`config.mk`:
```
export PLATFORM = sky130hd
export DESIGN_NAME = vfwd_scoreboard
export DESIGN_NICKNAME = d
export VERILOG_FILES = /design/src/rtl/vfwd_pkg.sv /design/src/rtl/vfwd_opmux.sv /design/src/rtl/vfwd_scoreboard.sv
export SDC_FILE = /design/constraint.sdc
export NUM_CORES = 1
export LEC_CHECK = 0
export BUFFER_PORTS_ARGS = -buffer_cell sky130_fd_sc_hd__buf_4
export CORE_MARGIN = 4
export CORE_UTILIZATION = 30
export DETAILED_ROUTE_END_ITERATION = 6
export PLACE_DENSITY = 0.56
export SLEW_MARGIN = 0
export SYNTH_ARGS = -nofsm -noshare
export SYNTH_HDL_FRONTEND = slang
export SYNTH_SLANG_ARGS = --single-unit
export TNS_END_PERCENT = 1
```
`constraint.sdc`:
```
create_clock -name clk -period 6.2 [get_ports clk]
set_input_delay 0.93 -clock clk [delete_from_list [all_inputs] [get_ports clk]]
set_output_delay 0.93 -clock clk [all_outputs]
set_load 0.02 [all_outputs]
```
`src/rtl/vfwd_pkg.sv`:
```
// Shared defaults and the operand-source encoding for the vector forwarding scoreboard.
package vfwd_pkg;

  localparam int VFWD_VLEN = 64;
  localparam int VFWD_NREG = 32;
  localparam int VFWD_LATW = 4;

  // Where a forwarded operand comes from
  typedef enum logic [1:0] {
    SEL_RF  = 2'd0,
    SEL_EX  = 2'd1,
    SEL_MEM = 2'd2
  } vfwd_sel_e;

  // True when a pipeline stage holds a qualified write to the given register
  function automatic logic stage_hit(input logic valid, input logic wen, input logic match);
    return valid & wen & match;
  endfunction

endpackage

```
`src/rtl/vfwd_opmux.sv`:
```
// Per-operand forwarding mux: the younger EX/MEM result wins over MEM/WB,
// which wins over the register file. Purely combinational.
module vfwd_opmux
  import vfwd_pkg::*;
#(
  parameter int VLEN = VFWD_VLEN,
  parameter int RW   = 5
) (
  input  logic [RW-1:0]   rs,
  input  logic [VLEN-1:0] rdv,
  input  logic            ex_valid,
  input  logic            ex_wen,
  input  logic [RW-1:0]   ex_vrd,
  input  logic [VLEN-1:0] ex_res,
  input  logic            mem_valid,
  input  logic            mem_wen,
  input  logic [RW-1:0]   mem_vrd,
  input  logic [VLEN-1:0] mem_res,
  output logic [VLEN-1:0] op,
  output vfwd_sel_e       sel
);

  logic ex_hit_s;
  logic mem_hit_s;

  // Detect qualified stage matches against this source register
  always_comb begin
    ex_hit_s  = stage_hit(ex_valid, ex_wen, (ex_vrd == rs));
    mem_hit_s = stage_hit(mem_valid, mem_wen, (mem_vrd == rs));
  end

  // Priority select: EX over MEM over register file
  always_comb begin
    op  = rdv;
    sel = SEL_RF;
    if (ex_hit_s) begin
      op  = ex_res;
      sel = SEL_EX;
    end else if (mem_hit_s) begin
      op  = mem_res;
      sel = SEL_MEM;
    end else begin
      op  = rdv;
      sel = SEL_RF;
    end
  end

endmodule

```
`src/rtl/vfwd_scoreboard.sv`:
```
// Vector register scoreboard with operand forwarding.
// Tracks per-register busy/countdown state, raises id_stall on RAW hazards whose
// result is not yet forwardable and on WAW hazards that would complete out of
// order, and forwards EX/MEM or MEM/WB results to the two operands.
// Optional feature: define VFWD_STATS_EN to build the saturating stall counter;
// otherwise stall_cnt is tied to zero.
module vfwd_scoreboard
  import vfwd_pkg::*;
#(
  parameter  int VLEN = VFWD_VLEN,
  parameter  int NREG = VFWD_NREG,
  parameter  int LATW = VFWD_LATW,
  localparam int RW   = $clog2(NREG)
) (
  input  logic            clk,
  input  logic            rst_n,
  input  logic            flush,
  input  logic            id_valid,
  input  logic [RW-1:0]   id_vrs1,
  input  logic [RW-1:0]   id_vrs2,
  input  logic [RW-1:0]   id_vrd,
  input  logic            id_wen,
  input  logic [LATW-1:0] id_lat,
  output logic            id_stall,
  input  logic [VLEN-1:0] rdvA,
  input  logic [VLEN-1:0] rdvB,
  input  logic            ex_valid,
  input  logic            ex_wen,
  input  logic [RW-1:0]   ex_vrd,
  input  logic [VLEN-1:0] ex_res,
  input  logic            mem_valid,
  input  logic            mem_wen,
  input  logic [RW-1:0]   mem_vrd,
  input  logic [VLEN-1:0] mem_res,
  output logic [VLEN-1:0] opA,
  output logic [VLEN-1:0] opB,
  output logic [1:0]      selA,
  output logic [1:0]      selB,
  output logic [31:0]     stall_cnt
);

  localparam logic [LATW-1:0] CNT_ZERO = {LATW{1'b0}};
  localparam logic [LATW-1:0] CNT_ONE  = {{(LATW-1){1'b0}}, 1'b1};

  logic [NREG-1:0] busy_q, busy_d;
  logic [LATW-1:0] cnt_q [NREG];
  logic [LATW-1:0] cnt_d [NREG];

  logic      raw_a_s, raw_b_s, waw_s, stall_s, issue_s, clear_s;
  vfwd_sel_e sel_a_s, sel_b_s;

  // Hazard detection; busy alone is not a hazard once the countdown has
  // expired, because the result is then reachable through forwarding
  always_comb begin
    raw_a_s = busy_q[id_vrs1] & (cnt_q[id_vrs1] != CNT_ZERO);
    raw_b_s = busy_q[id_vrs2] & (cnt_q[id_vrs2] != CNT_ZERO);
    waw_s   = id_wen & busy_q[id_vrd] & (cnt_q[id_vrd] > id_lat);
    stall_s = id_valid & (raw_a_s | raw_b_s | waw_s);
    issue_s = id_valid & ~stall_s & id_wen;
    clear_s = stage_hit(mem_valid, mem_wen, 1'b1);
  end

  assign id_stall = stall_s;

  // Next scoreboard state: countdown, writeback clear, issue, then flush on top
  always_comb begin
    busy_d = busy_q;
    for (int r = 0; r < NREG; r++) begin
      if (cnt_q[r] != CNT_ZERO) begin
        cnt_d[r] = cnt_q[r] - CNT_ONE;
      end else begin
        cnt_d[r] = CNT_ZERO;
      end
    end
    if (clear_s) begin
      busy_d[mem_vrd] = 1'b0;
    end else begin
      busy_d = busy_d;
    end
    // Issue is applied after the clear so it wins on the same register
    if (issue_s) begin
      busy_d[id_vrd] = 1'b1;
      cnt_d[id_vrd]  = id_lat;
    end else begin
      busy_d = busy_d;
    end
    if (flush) begin
      busy_d = {NREG{1'b0}};
      for (int r = 0; r < NREG; r++) begin
        cnt_d[r] = CNT_ZERO;
      end
    end else begin
      busy_d = busy_d;
    end
  end

  // Scoreboard state registers
  always_ff @(posedge clk or negedge rst_n) begin
    if (!rst_n) begin
      busy_q <= {NREG{1'b0}};
      for (int r = 0; r < NREG; r++) begin
        cnt_q[r] <= CNT_ZERO;
      end
    end else begin
      busy_q <= busy_d;
      cnt_q  <= cnt_d;
    end
  end

  vfwd_opmux #(.VLEN(VLEN), .RW(RW)) u_opmux_a (
    .rs(id_vrs1), .rdv(rdvA),
    .ex_valid(ex_valid), .ex_wen(ex_wen), .ex_vrd(ex_vrd), .ex_res(ex_res),
    .mem_valid(mem_valid), .mem_wen(mem_wen), .mem_vrd(mem_vrd), .mem_res(mem_res),
    .op(opA), .sel(sel_a_s)
  );

  vfwd_opmux #(.VLEN(VLEN), .RW(RW)) u_opmux_b (
    .rs(id_vrs2), .rdv(rdvB),
    .ex_valid(ex_valid), .ex_wen(ex_wen), .ex_vrd(ex_vrd), .ex_res(ex_res),
    .mem_valid(mem_valid), .mem_wen(mem_wen), .mem_vrd(mem_vrd), .mem_res(mem_res),
    .op(opB), .sel(sel_b_s)
  );

  assign selA = sel_a_s;
  assign selB = sel_b_s;

`ifdef VFWD_STATS_EN
  logic [31:0] stall_cnt_q, stall_cnt_d;

  // Saturating count of stalled cycles; flush leaves it alone
  always_comb begin
    if (stall_s && (stall_cnt_q != 32'hFFFF_FFFF)) begin
      stall_cnt_d = stall_cnt_q + 32'd1;
    end else begin
      stall_cnt_d = stall_cnt_q;
    end
  end

  // Stall counter register, cleared only by reset
  always_ff @(posedge clk or negedge rst_n) begin
    if (!rst_n) begin
      stall_cnt_q <= 32'd0;
    end else begin
      stall_cnt_q <= stall_cnt_d;
    end
  end

  assign stall_cnt = stall_cnt_q;
`else
  assign stall_cnt = 32'd0;
`endif

endmodule

```
==> metrics.md, run 1 <==
| Metric | Value |
|---|---|
| Hold/Removal Path Class | `flop to flop` |
| Power per cell area | `310.7 mW/mm^2` |
| Leakage power total | `0.009505 uW` |
| Achievable clock frequency | `201.1 MHz` |
| Overall die area | `0.05226 mm^2` |
| Post-route setup TNS | `0 ps` |
| Maximum number of pins on one net before global-route repair | `102` |
| Data arrival time at the worst-slack endpoint | `4040 ps` |
| Fraction of the yosys area taken by sequential cells | `27.42%` |
| Ranking of synthesized cells by instance count | `sky130_fd_sc_hd__nor2_1, sky130_fd_sc_hd__a21oi_1, sky130_fd_sc_hd__dfrtp_1, sky130_fd_sc_hd__mux2i_1, sky130_fd_sc_hd__clkbuf_1` |
| Run status | `finished clean` |
| Final wirelength | `73.82 mm` |
| Crit path kind | `primary input to primary output` |
| Core outline area | `0.04795 mm^2` |
| Clock tree from TritonCTS | `yes` |
| Number of buffers inserted by post-CTS setup repair | `0` |
| Initial Util | `30.45%` |
| Total half-perimeter wirelength after legalization and detailed placement | `58.79 mm` |
| Count of standard-cell rows | `80` |
| Vias after detailed routing | `15,030` |
| Total power consumption of the routed design | `5874 uW` |
| Clock-pin slew reported for the worst setup and hold paths after clock tree synthesis | `70 ps` |
| Port Buffer Count | `426` |
| Initial antenna violation count | `6` |
| Remaining global-route overflow | `0` |
| Number of buffers created by CTS | `17` |
| Worst hold margin | `577.6 ps` |
| Number of levels the H-tree was split into | `4` |
| Maximum fanout count along the critical path | `41` |
| Number of enable flip-flop cells after synthesis | `0` |
| Final count of negative-setup-slack endpoints | `0` |
| Cells after synthesis | `1,692` |
| Most frequently used cell type in the post-synthesis netlist | `sky130_fd_sc_hd__nor2_1` |
| Top area cells in the synthesized netlist | `sky130_fd_sc_hd__dfrtp_1, sky130_fd_sc_hd__mux2i_1, sky130_fd_sc_hd__a21oi_1` |
| Most instantiated flip-flop cell in the synthesis netlist | `sky130_fd_sc_hd__dfrtp_1` |
| Fraction of registers with async set or reset after synthesis | `100.0%` |
| Share of layout cells above drive strength 1 | `30.58%` |
| Routability cong. | `0.9886` |
| Number of ports placed on the die boundary | `459` |
| CTS Sinks | `160` |
| Transition time at the pin with the least slew margin | `1211 ps` |
| Cell accounting for the most synthesized area | `sky130_fd_sc_hd__dfrtp_1` |
| Number of inserted filler cells in the final layout | `4,843` |
| Synthesized area | `0.01460 mm^2` |
| Hold-fix buffers at CTS | `0` |
| Layout overhead on the synthesized area | `29.45%` |
| Relative slew margins | `19.13%` |
| DR iter-0 viols | `1,369` |
| Layout Skew | `16.00 ps` |
| Total GRT Usage | `27.00%` |
| Post-route minimum period | `4974 ps` |
| Worst ir drop on vdd | `0.2098 mV` |
| Pins Over Slew Limit | `0` |
| Worst setup SP type | `primary input` |
| Number of gates resized after CTS | `0` |
| Critical Path End Type | `primary output` |
| First drt pass iteration count | `6` |
| Remaining antenna violation count | `0` |
| Critical Path RT | `5270 ps` |
| Average cell area after synthesis | `8.630 um^2` |
| Clock root cell | `sky130_fd_sc_hd__clkbuf_16` |
| Number of synthesis warnings | `0` |
| Number of max-cap violations | `0` |
| First-pass GRT wire length | `105.9 mm` |
| Number of global-route vias before repair | `14,820` |
| Max Root-Sink Buffers | `2` |
| Number of remaining DRC errors | `0` |
| Post-synth cell types | `67` |
| Avg Vias per Cell | `5.610` |
| Yosys reg bits | `160` |
| Setup repair after global routing missed its margin | `false` |
| Routed wire length per instance | `27.56 um` |
| Worst skew pair latency | `440 ps` |
| Horizontal die dimension | `228.6 um` |
| Total number of nets in the final design | `2,411` |
| Hold Violations, Final | `0` |
| Final critical-path share of the clock period | `80.22%` |
| Chip height | `228.6 um` |
| Proportion of netlist area held by the largest area contributor | `27.42%` |
## worst paths after layout
check	startpoint	to	slack (ps)	cells past startpoint
setup / recovery	id_vrd[0]	id_stall	1230	12
hold / removal	busy_q[22]$_DFF_PN0_	busy_q[22]$_DFF_PN0_	580	2
setup reg to reg	cnt_q[34]$_DFF_PN0_	cnt_q[33]$_DFF_PN0_	2230	12
hold reg to reg	busy_q[22]$_DFF_PN0_	busy_q[22]$_DFF_PN0_	580	2
max in group asynchronous	rst_n	cnt_q[120]$_DFF_PN0_	4250	2
min in group asynchronous	rst_n	cnt_q[48]$_DFF_PN0_	590	1
## power breakdown
group	total, uW	leakage (uW)	switching (uW)	internal (uW)
logic	2760	0.00706	1360	1390
clock network	1170	0.000300	444	731
registers	1940	0.00215	543	1400
## cell usage in the layout (no fill, tap or decap), types with 13 or more instances in the layout
| cell | instances |
|---|---|
| sky130_fd_sc_hd__mux2i_1 | 153 |
| sky130_fd_sc_hd__a21oi_1 | 224 |
| sky130_fd_sc_hd__buf_4 | 446 |
| sky130_fd_sc_hd__inv_1 | 81 |
| sky130_fd_sc_hd__a21o_1 | 36 |
| sky130_fd_sc_hd__nor3_1 | 38 |
| sky130_fd_sc_hd__or3_1 | 34 |
| sky130_fd_sc_hd__o31ai_1 | 13 |
| sky130_fd_sc_hd__xnor2_1 | 42 |
| sky130_fd_sc_hd__nand2_1 | 23 |
| sky130_fd_sc_hd__dfrtp_1 | 160 |
| sky130_fd_sc_hd__conb_1 | 32 |
| sky130_fd_sc_hd__mux4_2 | 33 |
| sky130_fd_sc_hd__nand3_1 | 40 |
| sky130_fd_sc_hd__mux2_2 | 86 |
| sky130_fd_sc_hd__ha_1 | 68 |
| sky130_fd_sc_hd__o41ai_1 | 23 |
| sky130_fd_sc_hd__a41o_1 | 27 |
| sky130_fd_sc_hd__o21ai_0 | 37 |
| sky130_fd_sc_hd__clkbuf_16 | 17 |
| sky130_fd_sc_hd__a22oi_1 | 17 |
| sky130_fd_sc_hd__nor2_1 | 274 |
## stage by stage
step	setup slack (ps)	instance area [um^2]	std cells	utilization (%)
6_report	1226	18900	2679	39.42
5_1_grt	981.3	18900	2677	39.41
4_1_cts	1265	18890	2675	39.40
3_5_place_dp	1067	18250	2645	38.06
3_3_place_gp	1130	18250	2645	38.06
2_1_floorplan	533.4	14720	1723	-
## metal layers
| metal | vias to the layer above | track usage, % | wire length [um] |
|---|---|---|---|
| met5 | - | 0 | 21 |
| met4 | 4 | 8.534 | 2493 |
| met3 | 103 | 5.670 | 5665 |
| met2 | 686 | 46.97 | 36560 |
| met1 | 7456 | 33.48 | 29080 |
| li1 | 6780 | - | - |
## flip-flops by register name, indices dropped and copies added (netlist names)
name,cells
busy_q,32
cnt_q,128
## final cells by class
type                    instances  area (um^2)  share of cell area (%)
diodes                          4        10.01                 0.05296
clock buffers                  20        456.7                   2.416
clock inverters                10        185.2                  0.9797
inverters                      83        311.5                   1.648
multi-input cells            1338         9766                   51.66
flip-flops and latches        160         4004                   21.18
well taps                     615        769.5                   4.071
repair buffers                449         3400                   17.99
## cells by family after synthesis
kind of cell,synth area share [%]
buffers and inverters,6.915
AND/OR/NAND/NOR,16.63
other,0.02568
XOR/XNOR,2.879
multiplexers,22.52
adder cells (fa/ha/maj),5.827
AO/OA/AOI/OAI,17.78
flip-flops,27.42
## critical path, cell delays in order
cell                       delay, ps
sky130_fd_sc_hd__buf_4           550
sky130_fd_sc_hd__mux4_2          580
sky130_fd_sc_hd__a22oi_1         320
sky130_fd_sc_hd__nand4_1         150
sky130_fd_sc_hd__ha_1            320
sky130_fd_sc_hd__a21oi_1         150
sky130_fd_sc_hd__nor2b_1          60
sky130_fd_sc_hd__o311a_1         320
sky130_fd_sc_hd__o21ai_0          90
sky130_fd_sc_hd__and2_1          200
sky130_fd_sc_hd__a21boi_0        130
sky130_fd_sc_hd__buf_4           200
No activity file was read; power rests on OpenSTA's default activity.
==> run 2, diff against run 1 <==
--- a/config.mk
+++ b/config.mk
@@ -5,6 +5,7 @@
 export SDC_FILE = /design/constraint.sdc
 export NUM_CORES = 1
 export LEC_CHECK = 0
+export ABC_AREA = 1
 export BUFFER_PORTS_ARGS = -buffer_cell sky130_fd_sc_hd__buf_4
 export CORE_MARGIN = 4
 export CORE_UTILIZATION = 30
==> constraint.sdc (replaced) <==
create_clock -name clk -period 4.5 [get_ports clk]
set_input_delay 0.675 -clock clk [delete_from_list [all_inputs] [get_ports clk]]
set_output_delay 0.675 -clock clk [all_outputs]
set_load 0.02 [all_outputs]
==> run 2 against run 1 <==
- sequential cell count unchanged
- design area up 13%
- clock power up 37%
- worst setup slack worse by 930 ps
- non-clock buffer count up 28
- cell count up 51%
- hold slack worse by 340 ps
- register-to-register slack worse by 910 ps
- clock skew down 1.8 ps
- highest routed layer unchanged
- routed wire length up 7.4%
- count of clock-buffer cells in the layout unchanged
- area after synthesis up 15%
==> metrics.md, run 2 <==
| Metric | Value |
|---|---|
| Initial Util | `30.41%` |
| Number of inserted filler cells in the final layout | `6,196` |
| Yosys reg bits | `160` |
| First drt pass iteration count | `6` |
| Pins Over Slew Limit | `0` |
| Ranking of synthesized cells by instance count | `sky130_fd_sc_hd__nand2_1, sky130_fd_sc_hd__inv_1, sky130_fd_sc_hd__nor2_1, sky130_fd_sc_hd__o21ai_0, sky130_fd_sc_hd__a21oi_1` |
| CP peak stage delay | `320 ps` |
| Most common cell after layout, fill and taps aside | `sky130_fd_sc_hd__nand2_1` |
| Layout Skew | `14.24 ps` |
| Routed wire length per instance | `19.62 um` |
| Worst hold margin | `236.5 ps` |
| Clock-pin slew reported for the worst setup and hold paths after clock tree synthesis | `70 ps` |
| Final wirelength | `79.27 mm` |
| Transition time at the pin with the least slew margin | `868.1 ps` |
| Post-route minimum period | `4202 ps` |
| Fraction of registers with async set or reset after synthesis | `100.0%` |
| Number of global-route vias before repair | `18,430` |
| Max Root-Sink Buffers | `2` |
| Critical Path End Type | `primary output` |
| Most instantiated flip-flop cell in the synthesis netlist | `sky130_fd_sc_hd__dfrtp_1` |
| Total half-perimeter wirelength after legalization and detailed placement | `60.06 mm` |
| Final count of negative-setup-slack endpoints | `0` |
| Initial antenna violation count | `4` |
| Reg-to-reg critical path startpoint | `cnt_q[59]$_DFF_PN0_` |
| Count of standard-cell rows | `86` |
| DR iter-0 viols | `1,888` |
| Total GRT Usage | `25.14%` |
| Post-synth cell types | `32` |
| Cells on worst reg2reg path | `16` |
| Overall die area | `0.05992 mm^2` |
| Family with the most delay on the worst path | `buffers and inverters` |
| Number of ports placed on the die boundary | `459` |
| Chip height | `244.8 um` |
| Seq. cell area | `0.004004 mm^2` |
| Avg Vias per Cell | `5.062` |
| Registers with the most flip-flops | `cnt_q: 128 flops, busy_q: 32 flops` |
| Max FFs per register | `128` |
| Layout overhead on the synthesized area | `26.73%` |
| Number of cells in the finished layout apart from fillers | `4,040` |
| Instance count after placement with tap cells included | `4,005` |
| Number of max-cap violations | `0` |
| Worst setup SP type | `primary input` |
| Register with the most flip-flops | `cnt_q` |
| CTS Sinks | `160` |
| Cells after synthesis | `2,940` |
| Cell with the largest stage delay on the worst path | `sky130_fd_sc_hd__o21ai_0` |
| Fraction of the yosys area taken by sequential cells | `23.80%` |
| Worst skew pair latency | `470 ps` |
| Crit path kind | `primary input to primary output` |
| Achievable clock frequency | `238.0 MHz` |
| Area of combinational cells with multiple inputs | `0.01041 mm^2` |
| Critical Path RT | `3830 ps` |
| Maximum fanout count along the critical path | `33` |
| Clock root cell | `sky130_fd_sc_hd__clkbuf_16` |
| Proportion of netlist area held by the largest area contributor | `23.80%` |
| Number of enable flip-flop cells after synthesis | `0` |
| Synthesized area | `0.01682 mm^2` |
| Port Buffer Count | `426` |
| Worst ir drop on vdd | `0.2903 mV` |
| Leakage power total | `0.01140 uW` |
| Relative slew margins | `42.13%` |
| Hold/Removal Path Class | `primary input to async pin` |
| Final critical-path share of the clock period | `93.39%` |
| Run status | `finished clean` |
| Data arrival time at the worst-slack endpoint | `3530 ps` |
| Vias after detailed routing | `20,450` |
| Power per cell area | `473.2 mW/mm^2` |
| Commonest cells after routing, fill and taps aside | `sky130_fd_sc_hd__nand2_1, sky130_fd_sc_hd__buf_4, sky130_fd_sc_hd__inv_1` |
| Critical path buffer and inverter count | `7` |
| Number of levels the H-tree was split into | `4` |
| Hold Violations, Final | `0` |
| Number of remaining DRC errors | `0` |
| Number of buffers created by CTS | `17` |
| Top area cells in the synthesized netlist | `sky130_fd_sc_hd__dfrtp_1, sky130_fd_sc_hd__nand2_1, sky130_fd_sc_hd__o21ai_0` |
| Total number of nets in the final design | `3,638` |
| Horizontal die dimension | `244.8 um` |
| First-pass GRT wire length | `116.4 mm` |
| Cell accounting for the most synthesized area | `sky130_fd_sc_hd__dfrtp_1` |
| Remaining global-route overflow | `0` |
| Post-route setup TNS | `0 ps` |
| Remaining antenna violation count | `0` |
| Most frequently used cell type in the post-synthesis netlist | `sky130_fd_sc_hd__nand2_1` |
| Sequence of cells on the critical path | `buf_4 > nor2_1 > inv_2 > buf_12 > o22ai_1 > o21ai_0 > nand4_1 > or2_2 > ha_1 > inv_1 > nor2_1 > o21ai_0 > a21oi_1 > nand2_1 > nand2_1 > o21ai_0 > buf_4 > inv_1 > buf_4` |
| Average cell area after synthesis | `5.721 um^2` |
| Core outline area | `0.05531 mm^2` |
| Internal reg-to-reg setup slack | `1320 ps` |
| Routability cong. | `0.9867` |
| Hold-fix buffers at CTS | `0` |
| Number of synthesis warnings | `0` |
| Share of layout cells above drive strength 1 | `16.05%` |
| Maximum number of pins on one net before global-route repair | `104` |
| Setup repair after global routing missed its margin | `false` |
| Endpoint of the worst-slack reg-to-reg timing path | `cnt_q[90]$_DFF_PN0_` |
| Clock tree from TritonCTS | `yes` |
run 2: cell types whose count changed in the layout (fill, tap and decap cells not counted), sizes merged, moves of 33 or more:
cell   change
nand2    +670
inv      +342
o21ai    +337
mux2i    -153
nand3    +127
nor2     +101
mux2      -90
o22ai     +87
a21oi     +83
xnor2     -40
or3       -37
a21o      -36
mux4      -33
run 2: worst max path at each step:
stage                          from       end  slack [ps]  cells past startpoint
after global routing      id_vrd[1]  id_stall           3                     19
after global placement    id_vrd[1]  id_stall         370                     20
after detailed placement  id_vrd[1]  id_stall         330                     20
final                     id_vrd[1]  id_stall         300                     19
after CTS                 id_vrd[1]  id_stall         300                     20
after floorplan           id_vrd[0]  id_stall         980                     16
run 2: cell type report:
type / count / area share (%)
tap: 748 / 4.391
clock buffer: 20 / 2.143
antenna: 3 / 0.03522
clock inverter: 12 / 0.7337
inverter: 421 / 7.437
timing repair buffer: 477 / 17.64
multi-input combinational: 2199 / 48.84
sequential: 160 / 18.78
run 2: routing by layer:
metal | wire [um] | share of wire [%] | global-route usage (%) | vias to the layer above
met5 | 13 | 0.016 | 0 | -
met3 | 6035 | 7.6 | 4.413 | 112
met4 | 2364 | 3.0 | 8.827 | 2
li1 | - | - | - | 10090
met2 | 37950 | 48 | 42.02 | 888
met1 | 32900 | 42 | 32.73 | 9354
run 2: metrics by stage:
step	utilization (%)	total power, uW	cell area, um^2	setup WS (ps)
floorplan	-	6767	16940	981.0
global placement	37.42	8428	20690	367.0
detailed placement	37.42	8403	20690	330.3
CTS	38.53	10050	21310	304.0
global route	38.54	11200	21320	3.019
finish	38.54	10090	21320	297.7
run 2: cells by family (layout without fill, tap and decap cells):
logic type	Yosys count	in the layout	synth area share, %
DFF	160	160	23.80
and+or+nand+nor	1296	1296	30.83
buffers and inverters	612	930	15.18
adders and majority gates	68	68	5.058
other	1	35	0.02230
xor gates and xnor gates	11	11	0.5728
AOI/OAI and AO/OA	792	792	24.53
run 2: where the power goes:
part / internal, uW / total [uW] / leakage (uW) / switching (uW)
clock network: 906 / 1600 / 0.000301 / 689
registers: 1920 / 2260 / 0.00213 / 339
logic: 2250 / 6230 / 0.00896 / 3980
run 2: worst register-to-register path: cells and delay by family (launching register included):
family / cells / cell delay (ps)
compound gates: 4 / 650
fa+ha+maj: 1 / 290
buf+inv: 3 / 590
flops: 1 / 410
simple gates: 8 / 1110
run 2: repair_timing:
item / 4_1_cts / 5_1_grt
setup endpoints to repair: 0 / 1
setup buffers: 0 / 0
resized for setup: 0 / 1
endpoints found under the hold margin: 0 / 0
